[src/rtl/uart_command_framer_pkg.sv]
// Shared types and constants for the UART command framer and the execution logic behind it.
package uart_command_framer_pkg;

    typedef enum logic [1:0] {
        ST_IDLE      = 2'b00,
        ST_WAIT_ADDR = 2'b01,
        ST_HOLD      = 2'b10
    } framer_state_t;

    typedef enum logic [1:0] {
        ERR_NONE     = 2'b00,
        ERR_TIMEOUT  = 2'b01,
        ERR_BAD_CMD  = 2'b10,
        ERR_BAD_ADDR = 2'b11
    } framer_err_t;

    // Command codes understood by the sensor/command execution logic
    localparam logic [7:0] CMD_NOP        = 8'h00;
    localparam logic [7:0] CMD_READ       = 8'h01;
    localparam logic [7:0] CMD_WRITE      = 8'h02;
    localparam logic [7:0] CMD_START      = 8'h03;
    localparam logic [7:0] CMD_STOP       = 8'h04;
    localparam logic [7:0] CMD_CALIBRATE  = 8'h05;
    localparam logic [7:0] CMD_STATUS     = 8'h06;
    localparam logic [7:0] CMD_SOFT_RESET = 8'h07;

    localparam logic [7:0] CMD_MAX_DEFAULT  = 8'h07;
    localparam logic [7:0] ADDR_MAX_DEFAULT = 8'd31;

endpackage

[src/rtl/uart_command_framer_timeout_counter.sv]
// Inter-byte timeout counter: counts enabled cycles and pulses when the terminal count is hit.
module framer_timeout_counter #(
    parameter int TIMEOUT_CYCLES = 1_000_000
) (
    input  logic clock,
    input  logic reset,
    input  logic i_clear,
    input  logic i_enable,
    output logic o_terminal
);

    localparam int CW = (TIMEOUT_CYCLES > 1) ? $clog2(TIMEOUT_CYCLES) : 1;
    localparam logic [CW-1:0] TC_VAL = CW'(TIMEOUT_CYCLES - 1);

    logic [CW-1:0] r_count;
    logic          w_terminal;

    assign w_terminal = i_enable && (r_count == TC_VAL);
    assign o_terminal = w_terminal;

    // Count enabled cycles; wrap to zero on terminal so the width never overflows
    always_ff @(posedge clock or posedge reset) begin
        if (reset) begin
            r_count <= '0;
        end else if (i_clear) begin
            r_count <= '0;
        end else if (w_terminal) begin
            r_count <= '0;
        end else if (i_enable) begin
            r_count <= r_count + CW'(1);
        end else begin
            r_count <= r_count;
        end
    end

endmodule

[src/rtl/uart_command_framer.sv]
// Assembles command/address byte pairs from the UART receiver, validates them and
// hands valid frames downstream over valid/ready; reports framing errors and overruns.
module uart_command_framer
    import uart_command_framer_pkg::*;
#(
    parameter int         TIMEOUT_CYCLES = 1_000_000,
    parameter logic [7:0] CMD_MAX        = CMD_MAX_DEFAULT,
    parameter logic [7:0] ADDR_MAX       = ADDR_MAX_DEFAULT
) (
    input  logic       clock,
    input  logic       reset,
    input  logic       rx_byte_valid,
    input  logic [7:0] rx_byte,
    output logic       cmd_valid,
    input  logic       cmd_ready,
    output logic [7:0] cmd_code,
    output logic [7:0] cmd_addr,
    output logic       busy,
    output logic       frame_error,
    output logic [1:0] error_code,
    output logic       overrun,
    input  logic       clear_status
);

    framer_state_t r_state;
    framer_state_t w_state_next;
    framer_err_t   w_err_code;
    logic [7:0]    r_cmd_byte;
    logic [7:0]    w_cmd_byte_next;
    logic          w_load_frame;
    logic          w_handshake;
    logic          w_err_event;
    logic          w_overrun_event;
    logic          w_tmo_clear;
    logic          w_tmo_enable;
    logic          w_tmo_terminal;

    assign w_tmo_enable = (r_state == ST_WAIT_ADDR) && !rx_byte_valid;
    assign w_tmo_clear  = !w_tmo_enable;

    framer_timeout_counter #(
        .TIMEOUT_CYCLES(TIMEOUT_CYCLES)
    ) u_timeout (
        .clock     (clock),
        .reset     (reset),
        .i_clear   (w_tmo_clear),
        .i_enable  (w_tmo_enable),
        .o_terminal(w_tmo_terminal)
    );

    // State register
    always_ff @(posedge clock or posedge reset) begin
        if (reset) begin
            r_state <= ST_IDLE;
        end else begin
            r_state <= w_state_next;
        end
    end

    // Next state and per-cycle events; a byte arriving on the timeout cycle wins
    always_comb begin
        w_state_next    = r_state;
        w_cmd_byte_next = r_cmd_byte;
        w_load_frame    = 1'b0;
        w_handshake     = 1'b0;
        w_err_event     = 1'b0;
        w_err_code      = ERR_NONE;
        w_overrun_event = 1'b0;
        case (r_state)
            ST_IDLE: begin
                if (rx_byte_valid) begin
                    w_cmd_byte_next = rx_byte;
                    w_state_next    = ST_WAIT_ADDR;
                end else begin
                    w_state_next = ST_IDLE;
                end
            end
            ST_WAIT_ADDR: begin
                if (rx_byte_valid) begin
                    if (r_cmd_byte > CMD_MAX) begin
                        w_err_event  = 1'b1;
                        w_err_code   = ERR_BAD_CMD;
                        w_state_next = ST_IDLE;
                    end else if (rx_byte > ADDR_MAX) begin
                        w_err_event  = 1'b1;
                        w_err_code   = ERR_BAD_ADDR;
                        w_state_next = ST_IDLE;
                    end else begin
                        w_load_frame = 1'b1;
                        w_state_next = ST_HOLD;
                    end
                end else if (w_tmo_terminal) begin
                    w_err_event  = 1'b1;
                    w_err_code   = ERR_TIMEOUT;
                    w_state_next = ST_IDLE;
                end else begin
                    w_state_next = ST_WAIT_ADDR;
                end
            end
            ST_HOLD: begin
                if (cmd_ready) begin
                    w_handshake = 1'b1;
                    if (rx_byte_valid) begin
                        w_cmd_byte_next = rx_byte;
                        w_state_next    = ST_WAIT_ADDR;
                    end else begin
                        w_state_next = ST_IDLE;
                    end
                end else if (rx_byte_valid) begin
                    w_overrun_event = 1'b1;
                end else begin
                    w_state_next = ST_HOLD;
                end
            end
            default: begin
                w_state_next = ST_IDLE;
            end
        endcase
    end

    // Frame datapath and registered status outputs; new events beat clear_status
    always_ff @(posedge clock or posedge reset) begin
        if (reset) begin
            r_cmd_byte  <= 8'h00;
            cmd_valid   <= 1'b0;
            cmd_code    <= 8'h00;
            cmd_addr    <= 8'h00;
            busy        <= 1'b0;
            frame_error <= 1'b0;
            error_code  <= ERR_NONE;
            overrun     <= 1'b0;
        end else begin
            r_cmd_byte  <= w_cmd_byte_next;
            busy        <= (w_state_next != ST_IDLE);
            frame_error <= w_err_event;
            if (w_load_frame) begin
                cmd_valid <= 1'b1;
                cmd_code  <= r_cmd_byte;
                cmd_addr  <= rx_byte;
            end else if (w_handshake) begin
                cmd_valid <= 1'b0;
            end else begin
                cmd_valid <= cmd_valid;
            end
            if (w_err_event) begin
                error_code <= w_err_code;
            end else if (clear_status) begin
                error_code <= ERR_NONE;
            end else begin
                error_code <= error_code;
            end
            if (w_overrun_event) begin
                overrun <= 1'b1;
            end else if (clear_status) begin
                overrun <= 1'b0;
            end else begin
                overrun <= overrun;
            end
        end
    end

endmodule

[config.mk]
export PLATFORM = sky130hd
export DESIGN_NAME = uart_command_framer
export DESIGN_NICKNAME = d
export VERILOG_FILES = /design/src/rtl/uart_command_framer_pkg.sv /design/src/rtl/uart_command_framer_timeout_counter.sv /design/src/rtl/uart_command_framer.sv
export SDC_FILE = /design/constraint.sdc
export NUM_CORES = 1
export LEC_CHECK = 0
export ABC_CLOCK_PERIOD_IN_PS = 4800
export CAP_MARGIN = 20
export CORE_MARGIN = 2
export CORE_UTILIZATION = 58
export CTS_BUF_LIST = sky130_fd_sc_hd__clkbuf_4 sky130_fd_sc_hd__clkbuf_8 sky130_fd_sc_hd__clkbuf_16
export CTS_CLUSTER_SIZE = 16
export DETAILED_ROUTE_END_ITERATION = 10
export PLACE_DENSITY = 0.93
export SYNTH_ARGS = -nofsm -noshare
export SYNTH_HDL_FRONTEND = slang
export SYNTH_HIERARCHICAL = 1
export SYNTH_SLANG_ARGS = --single-unit
[constraint.sdc]
create_clock -name clock -period 4.8 [get_ports clock]
set_input_delay 1.2 -clock clock [delete_from_list [all_inputs] [get_ports clock]]
set_output_delay 1.2 -clock clock [all_outputs]
set_load 0.05 [all_outputs]
==> results of run 1 <==
## metrics by stage
stage	instances	total power, W	worst slack, ps	util [%]	hold WS [ps]
floorplan	213	0.000588	1830	-	460
global placement	294	0.000634	1080	69.4	468
detailed placement	294	0.000641	997	69.4	478
CTS	302	0.000888	1300	71.7	504
global route	302	0.000920	1100	71.7	524
finish	302	0.000884	1230	71.7	499
## final cells by class
class / instances / area, sq um
clock buffer: 5 / 68.8
timing repair buffer: 37 / 363
inverter: 11 / 41.3
tap: 50 / 62.6
clock inverter: 3 / 21.3
multi-input combinational: 144 / 1010
fill: 288 / 1130
sequential: 52 / 1300
## sequential cells by signal, summed over array words and instances, names as in the netlist
signal             flops
u_timeout/r_count     20
cmd_addr               8
cmd_code               8
r_cmd_byte             8
error_code             2
r_state                2
busy                   1
cmd_valid              1
frame_error            1
overrun                1
## power by group through the flow
stage	Clock, W	Combinational, W	Sequential (W)
after CTS	0.000256	0.000149	0.000484
after global routing	0.000275	0.000159	0.000487
after global placement	0	0.000144	0.000490
after floorplan	0	0.0000595	0.000529
final	0.000252	0.000148	0.000484
after detailed placement	0	0.000148	0.000493
## metal layers
metal  track usage (%)  wire, um
met1              30.5      2100
met2              38.6      2570
met3              4.93       264
met4              9.00        79
met5                 0         0
## logic make-up after synthesis
kind of cell	share of synthesized area (%)
compound gates	8.26
xor+xnor	4.02
fa+ha+maj	0.522
buf+inv	3.50
flops	54.3
mux	7.52
simple gates	21.8
## worst reg2reg max path, stage by stage, from the launching register on
cell and delay [ps]:
dfrtp_1 450, or3b_2 630, inv_1 310, and4b_1 250, nand4_1 270, nor2_1 210, nor2_1 70, or4_1 400
## layout by cell type, fill, tap and decap left out, drive strengths merged, types with 2 or more instances in the layout
cell | synthesis | layout
dfrtp | 52 | 52
clkdlybuf4s50 | 0 | 34
nor2 | 17 | 17
mux2 | 16 | 16
inv | 11 | 12
nand2 | 11 | 11
nor2b | 8 | 8
nand4 | 8 | 8
or4 | 8 | 8
o21ai | 6 | 6
nor4 | 6 | 6
xor2 | 6 | 6
nand2b | 5 | 5
clkbuf | 2 | 5
nand3 | 5 | 5
xnor2 | 5 | 5
or2 | 4 | 4
o211ai | 4 | 4
a21oi | 4 | 4
o21bai | 3 | 3
buf | 4 | 3
nor3 | 3 | 3
and2 | 2 | 2
or3 | 2 | 2
a31oi | 2 | 2
o2111ai | 2 | 2
and4 | 2 | 2
## path summary, 6_finish.rpt
| path | endpoint | slack (ps) |
|---|---|---|
| min reg2reg | cmd_addr[4]$_DFFE_PP0P_ | 500 |
| max reg2reg | busy$_DFF_PP0_ | 2090 |
| max | busy$_DFF_PP0_ | 1230 |
| min | cmd_addr[4]$_DFFE_PP0P_ | 500 |
| max in group asynchronous | u_timeout/r_count[4]$_DFFE_PP0P_ | 2960 |
| min in group asynchronous | cmd_addr[0]$_DFFE_PP0P_ | 1290 |
==> results.tsv, run 1 <==
stage	metric	value	unit
grt	antenna_found_initial	0	
floorplanning	dieArea	4660	sq um
clock_network	cts_tree	done	
grt	gr-usage-all-layers	23.5	%
cells_and_area	fin_nets	265	
synth	synthArstFlopShare	100	%
synth	ys.flop_type	dfrtp_1	
sta	maxSlewViolCount	0	
job	drv_cap	0	
worst_setup_path	critPathMaxStageDelay	610	ps
route	wl_per_cell	16.6	um
clock_network	cts_buffers	5	
route	first_iter_violations	155	
floorplanning	io_pins	35	
worst_setup_path	crit_family	simple AND/OR/NAND/NOR gates	
route	via_per_inst	5.94	
sta	rsz0062_at_grt	no	
worst_setup_path	cp-start-kind	primary input	
grt	grt_pass1_wl	7980	um
clock_network	postCtsSetupBuffers	0	
worst_setup_path	cp.buffers_inverters	2	
sta	clock.fmax	0.280	GHz
power_and_ir_drop	combPwrFrac	16.8	%
floorplanning	die_w	68.3	um
floorplanning	die_h	68.3	um
worst_setup_path	worstSetupPathType	primary input to flip-flop	
route	drtAntennaViolNets	0	
grt	grt_overflow	0	
floorplanning	start_util	59.9	%
worst_setup_path	crit_slowest_cell	or3b_2	
power_and_ir_drop	power_frac_clock	28.5	%
synth	synth_seq_cells	52	
worst_setup_path	arrival	3760	ps
clock_network	hold_buffers	0	
synth	avgSynthCellArea	11.2	sq um
synth	synthDistinctLibCells	49	
placed_design	port_buffers	34	
synth	synth_edf_count	0	
placed_design	hpwlAfterDp	3500	um
power_and_ir_drop	internal_power	0.000629	W
clock_network	htreeDepth	2	
synth	netlist_instances	213	
clock_network	clk_pin_slew	100	ps
outcome	status	completed	
cells_and_area	fin_area	2870	sq um
sta	setup_violations	0	
sta	finClkSkew	10.5	ps
clock_network	root_buffer	clkbuf_8	
synth	yosys.area.top_type	dfrtp_1	
power_and_ir_drop	p_sw_share	28.9	%
worst_setup_path	required	5000	ps
power_and_ir_drop	irDropWorstVdd	0.000247	V
route	via_count	1795	
worst_setup_path	crit_top_cell	nor2_1	
worst_hold_path	hold_path_class	flip-flop to flip-flop	
power_and_ir_drop	leakage	1.21	nW
sta	period_needed	3570	ps
worst_hold_path	holdPathStages	1	
sta	hold_viol_final	0	
floorplanning	rows	23	
worst_setup_path	startpoint	rx_byte_valid	
synth	syn_area	2390	sq um
synth	synth.most_common_cell	dfrtp_1	
synth	yosys.area.top_type_share	54.3	%
sta	max_slew.worst_pin.slew	773	ps
route	drt_pass1_iterations	4	
floorplanning	core_area	4000	sq um
power_and_ir_drop	switchingPower	0.000255	W
worst_setup_path	path_max_fanout	14	
clock_network	cts.sinks	52	
cells_and_area	drive_above_1_share	13.9	%
worst_setup_path	crit_chain	clkdlybuf4s50_1, or3b_2, inv_1, and4b_1, nand4_1, nor2_1, nor2_1, or4_1	
power_and_ir_drop	power_density	308	nW/um^2
clock_network	cts_buffer_depth	2	
grt	grt_start_max_net_pins	33	
synth	yosysWarnings	6	
worst_setup_path	r2r_start	r_state[0]$_DFF_PP0_	
sta	period_share	74.3	%
grt	first_global_vias	1715	
worst_setup_path	cp-end-kind	flip-flop	
route	wl	5020	um
sta	slew_headroom	48.4	%
placed_design	gp_congestion	0.847	
synth	synth.area.top_cells	dfrtp_1 (54%), mux2_2 (6.6%), nor2_1 (2.7%), xor2_1 (2.2%), nor2b_1 (2.1%)	
synth	ys_seq_area_share	54.3	%
cells_and_area	syn_to_final_growth	19.7	%
worst_hold_path	min_from	cmd_addr[4]$_DFFE_PP0P_	
synth	synth_commonest_cells	dfrtp_1 (52), nor2_1 (17), mux2_2 (14)	
worst_setup_path	reg2regPathDepth	7	
clock_network	clk_latency	310	ps
synth	synth.net_count	227	
clock_network	cts.repair.resized	0	
worst_setup_path	cp.depth	8	
cells_and_area	diodes	0	
placed_design	placement.cell_area	2780	sq um
sta	tns	0	ps
power_and_ir_drop	pwr-share-seq	54.7	%
route	drc	0	
No activity file was read; power rests on OpenSTA's default activity.
==> run 2, diff against run 1 <==
- ABC_CLOCK_PERIOD_IN_PS: 4800 -> 3000
- CORE_UTILIZATION: 58 -> 48
- PLACE_DENSITY: 0.93 -> 0.84
- clock period: 4.8 -> 3 ns (I/O delays scaled with it)
==> run 2 against run 1 <==
Combinational power up 62%; global-route usage down 4.9 points; count of clock-buffer cells in the layout stayed put; cell count is 7.3% higher.
==> results.tsv, run 2 (synthesized netlist as in run 1, its figures left out) <==
stage	metric	value	unit	change
sta	tns	0	ps	unchanged
clock_network	clk_pin_slew	90	ps	about the same
clock_network	cts_tree	done		
cells_and_area	diodes	0		unchanged
worst_setup_path	cp-end-kind	flip-flop		
floorplanning	dieArea	5570	sq um	+20%
power_and_ir_drop	power_density	483	nW/um^2	+57%
grt	grt_start_max_net_pins	33		unchanged
grt	grt_pass1_wl	7910	um	-0.78%
worst_setup_path	cp.buffers_inverters	4		+2
worst_hold_path	hold_path_class	flip-flop to flip-flop		
sta	maxSlewViolCount	0		unchanged
sta	period_share	87.2	%	
placed_design	hpwlAfterDp	3570	um	+1.9%
placed_design	port_buffers	34		unchanged
sta	period_needed	2620	ps	
floorplanning	rows	25		+8.7%
power_and_ir_drop	power	0.00141	W	+60%
clock_network	cts.repair.resized	0		unchanged
floorplanning	start_util	50.4	%	-9.5 points
worst_setup_path	arrival	2790	ps	-970 ps
sta	setup_violations	0		unchanged
placed_design	gp_congestion	0.865		+2.1%
worst_setup_path	crit_chain	clkdlybuf4s50_1, or3b_2, inv_1, and4b_1, nand4_1, buf_4, o21bai_1, buf_4, o211ai_1		
power_and_ir_drop	leakage	1.24	nW	+2.4%
cells_and_area	largest_reg_flops	20		unchanged
route	first_iter_violations	153		-1.3%
sta	hold_viol_final	0		unchanged
grt	antenna_found_initial	0		unchanged
route	drt_pass1_iterations	4		unchanged
clock_network	postCtsSetupBuffers	0		unchanged
worst_setup_path	cp-start-kind	primary input		
clock_network	clk_latency	300	ps	about the same
clock_network	hold_buffers	0		unchanged
sta	finClkSkew	7.89	ps	-2.61 ps
sta	rsz0062_at_grt	no		
worst_setup_path	required	3180	ps	-1820 ps
clock_network	htreeDepth	2		unchanged
grt	gr-usage-all-layers	18.6	%	-4.9 points
grt	first_global_vias	1674		-2.4%
clock_network	cts.sinks	52		unchanged
sta	slew_headroom	48.9	%	+0.50 points
worst_setup_path	crit_family	buffers and inverters		
cells_and_area	drive_above_1_share	15.6	%	+1.7 points
grt	grt_overflow	0		unchanged
worst_setup_path	critPathMaxStageDelay	470	ps	-140 ps
power_and_ir_drop	irDropWorstVdd	0.000282	V	+14%
route	via_count	1760		-1.9%
outcome	status	completed		
worst_setup_path	path_max_fanout	14		unchanged
clock_network	cts_buffer_depth	2		unchanged
route	drtAntennaViolNets	0		unchanged
route	wl	4790	um	-4.5%
route	drc	0		unchanged
cells_and_area	top_register	u_timeout/r_count		
floorplanning	io_pins	35		unchanged
job	drv_cap	0		unchanged
clock_network	cts_buffers	5		unchanged
worst_setup_path	crit_slowest_cell	or3b_2		
sta	max_slew.worst_pin.slew	765	ps	-7.47 ps
floorplanning	die_h	74.6	um	+9.3%
cells_and_area	layout_common_cells	dfrtp_1 (52), clkdlybuf4s50_1 (34), nor2_1 (17), mux2_2 (14)		
floorplanning	core_area	4750	sq um	+19%
route	via_per_inst	5.43		-8.6%
clock_network	root_buffer	clkbuf_8		
cells_and_area	syn_to_final_growth	22.3	%	
cells_and_area	final_common_cell	dfrtp_1		
worst_setup_path	worstSetupPathType	primary input to flip-flop		
cells_and_area	fin_nets	270		+1.9%
floorplanning	die_w	74.6	um	+9.3%
worst_setup_path	crit_top_cell	buf_4		
sta	clock.fmax	0.382	GHz	
route	wl_per_cell	14.8	um	-11%
-- run 2: cell count changes in the layout (fill, tap and decap cells not counted) --
| cell | before | now |
|---|---|---|
| clkinvlp_4 | 1 | 0 |
| clkinv_4 | 0 | 1 |
| buf_4 | 3 | 8 |
-- run 2: area by class of cell --
| type | instances | area [sq um] |
|---|---|---|
| fill | 410 | 1830 |
| sequential | 52 | 1300 |
| multi-input combinational | 144 | 1010 |
| timing repair buffer | 42 | 400 |
| tap | 67 | 83.8 |
| clock buffer | 5 | 68.8 |
| inverter | 11 | 41.3 |
| clock inverter | 3 | 22.5 |
-- run 2: through the flow --
stage / area (sq um) / util [%] / hold slack (ps) / setup slack [ps] / std cells
detailed placement: 2840 / 59.7 / 482 / 97.5 / 316
CTS: 2930 / 61.6 / 506 / 415 / 324
floorplan: 2390 / - / 460 / 476 / 213
global placement: 2840 / 59.7 / 471 / 155 / 316
global route: 2930 / 61.6 / 528 / 301 / 324
finish: 2930 / 61.6 / 501 / 384 / 324
-- run 2: path summary, 6_finish.rpt --
path                       depth (start not counted)                                 to                    start  slack, ps
max                                                9  u_timeout/r_count[19]$_DFFE_PP0P_            rx_byte_valid        380
min                                                1            cmd_code[7]$_DFFE_PP0P_  cmd_code[7]$_DFFE_PP0P_        500
max reg2reg                                        8  u_timeout/r_count[19]$_DFFE_PP0P_     r_state[0]$_DFF_PP0_        860
min reg2reg                                        1            cmd_code[7]$_DFFE_PP0P_  cmd_code[7]$_DFFE_PP0P_        500
max in group asynchronous                          2  u_timeout/r_count[16]$_DFFE_PP0P_                    reset       1610
min in group asynchronous                          3          r_cmd_byte[5]$_DFFE_PP0P_                    reset        840
-- run 2: power breakdown --
part / switching [W] / total (W) / internal [W]
logic: 0.000143 / 0.000240 / 0.0000973
clock network: 0.000235 / 0.000403 / 0.000168
registers: 0.0000249 / 0.000771 / 0.000746
total: 0.000403 / 0.00141 / 0.00101
-- run 2: metal layers --
layer  global-route usage [%]  wire length [um]
met5                        0                 0
met3                     3.61               157
met2                     30.0              2420
met4                     4.56                48
met1                     26.2              2170
==> run 3, diff against run 2 <==
- SETUP_SLACK_MARGIN: unset -> 0.05
- TNS_END_PERCENT: unset -> 10
==> results of run 3 <==
The final DEF is identical to that of run 2; final timing and power are the same.
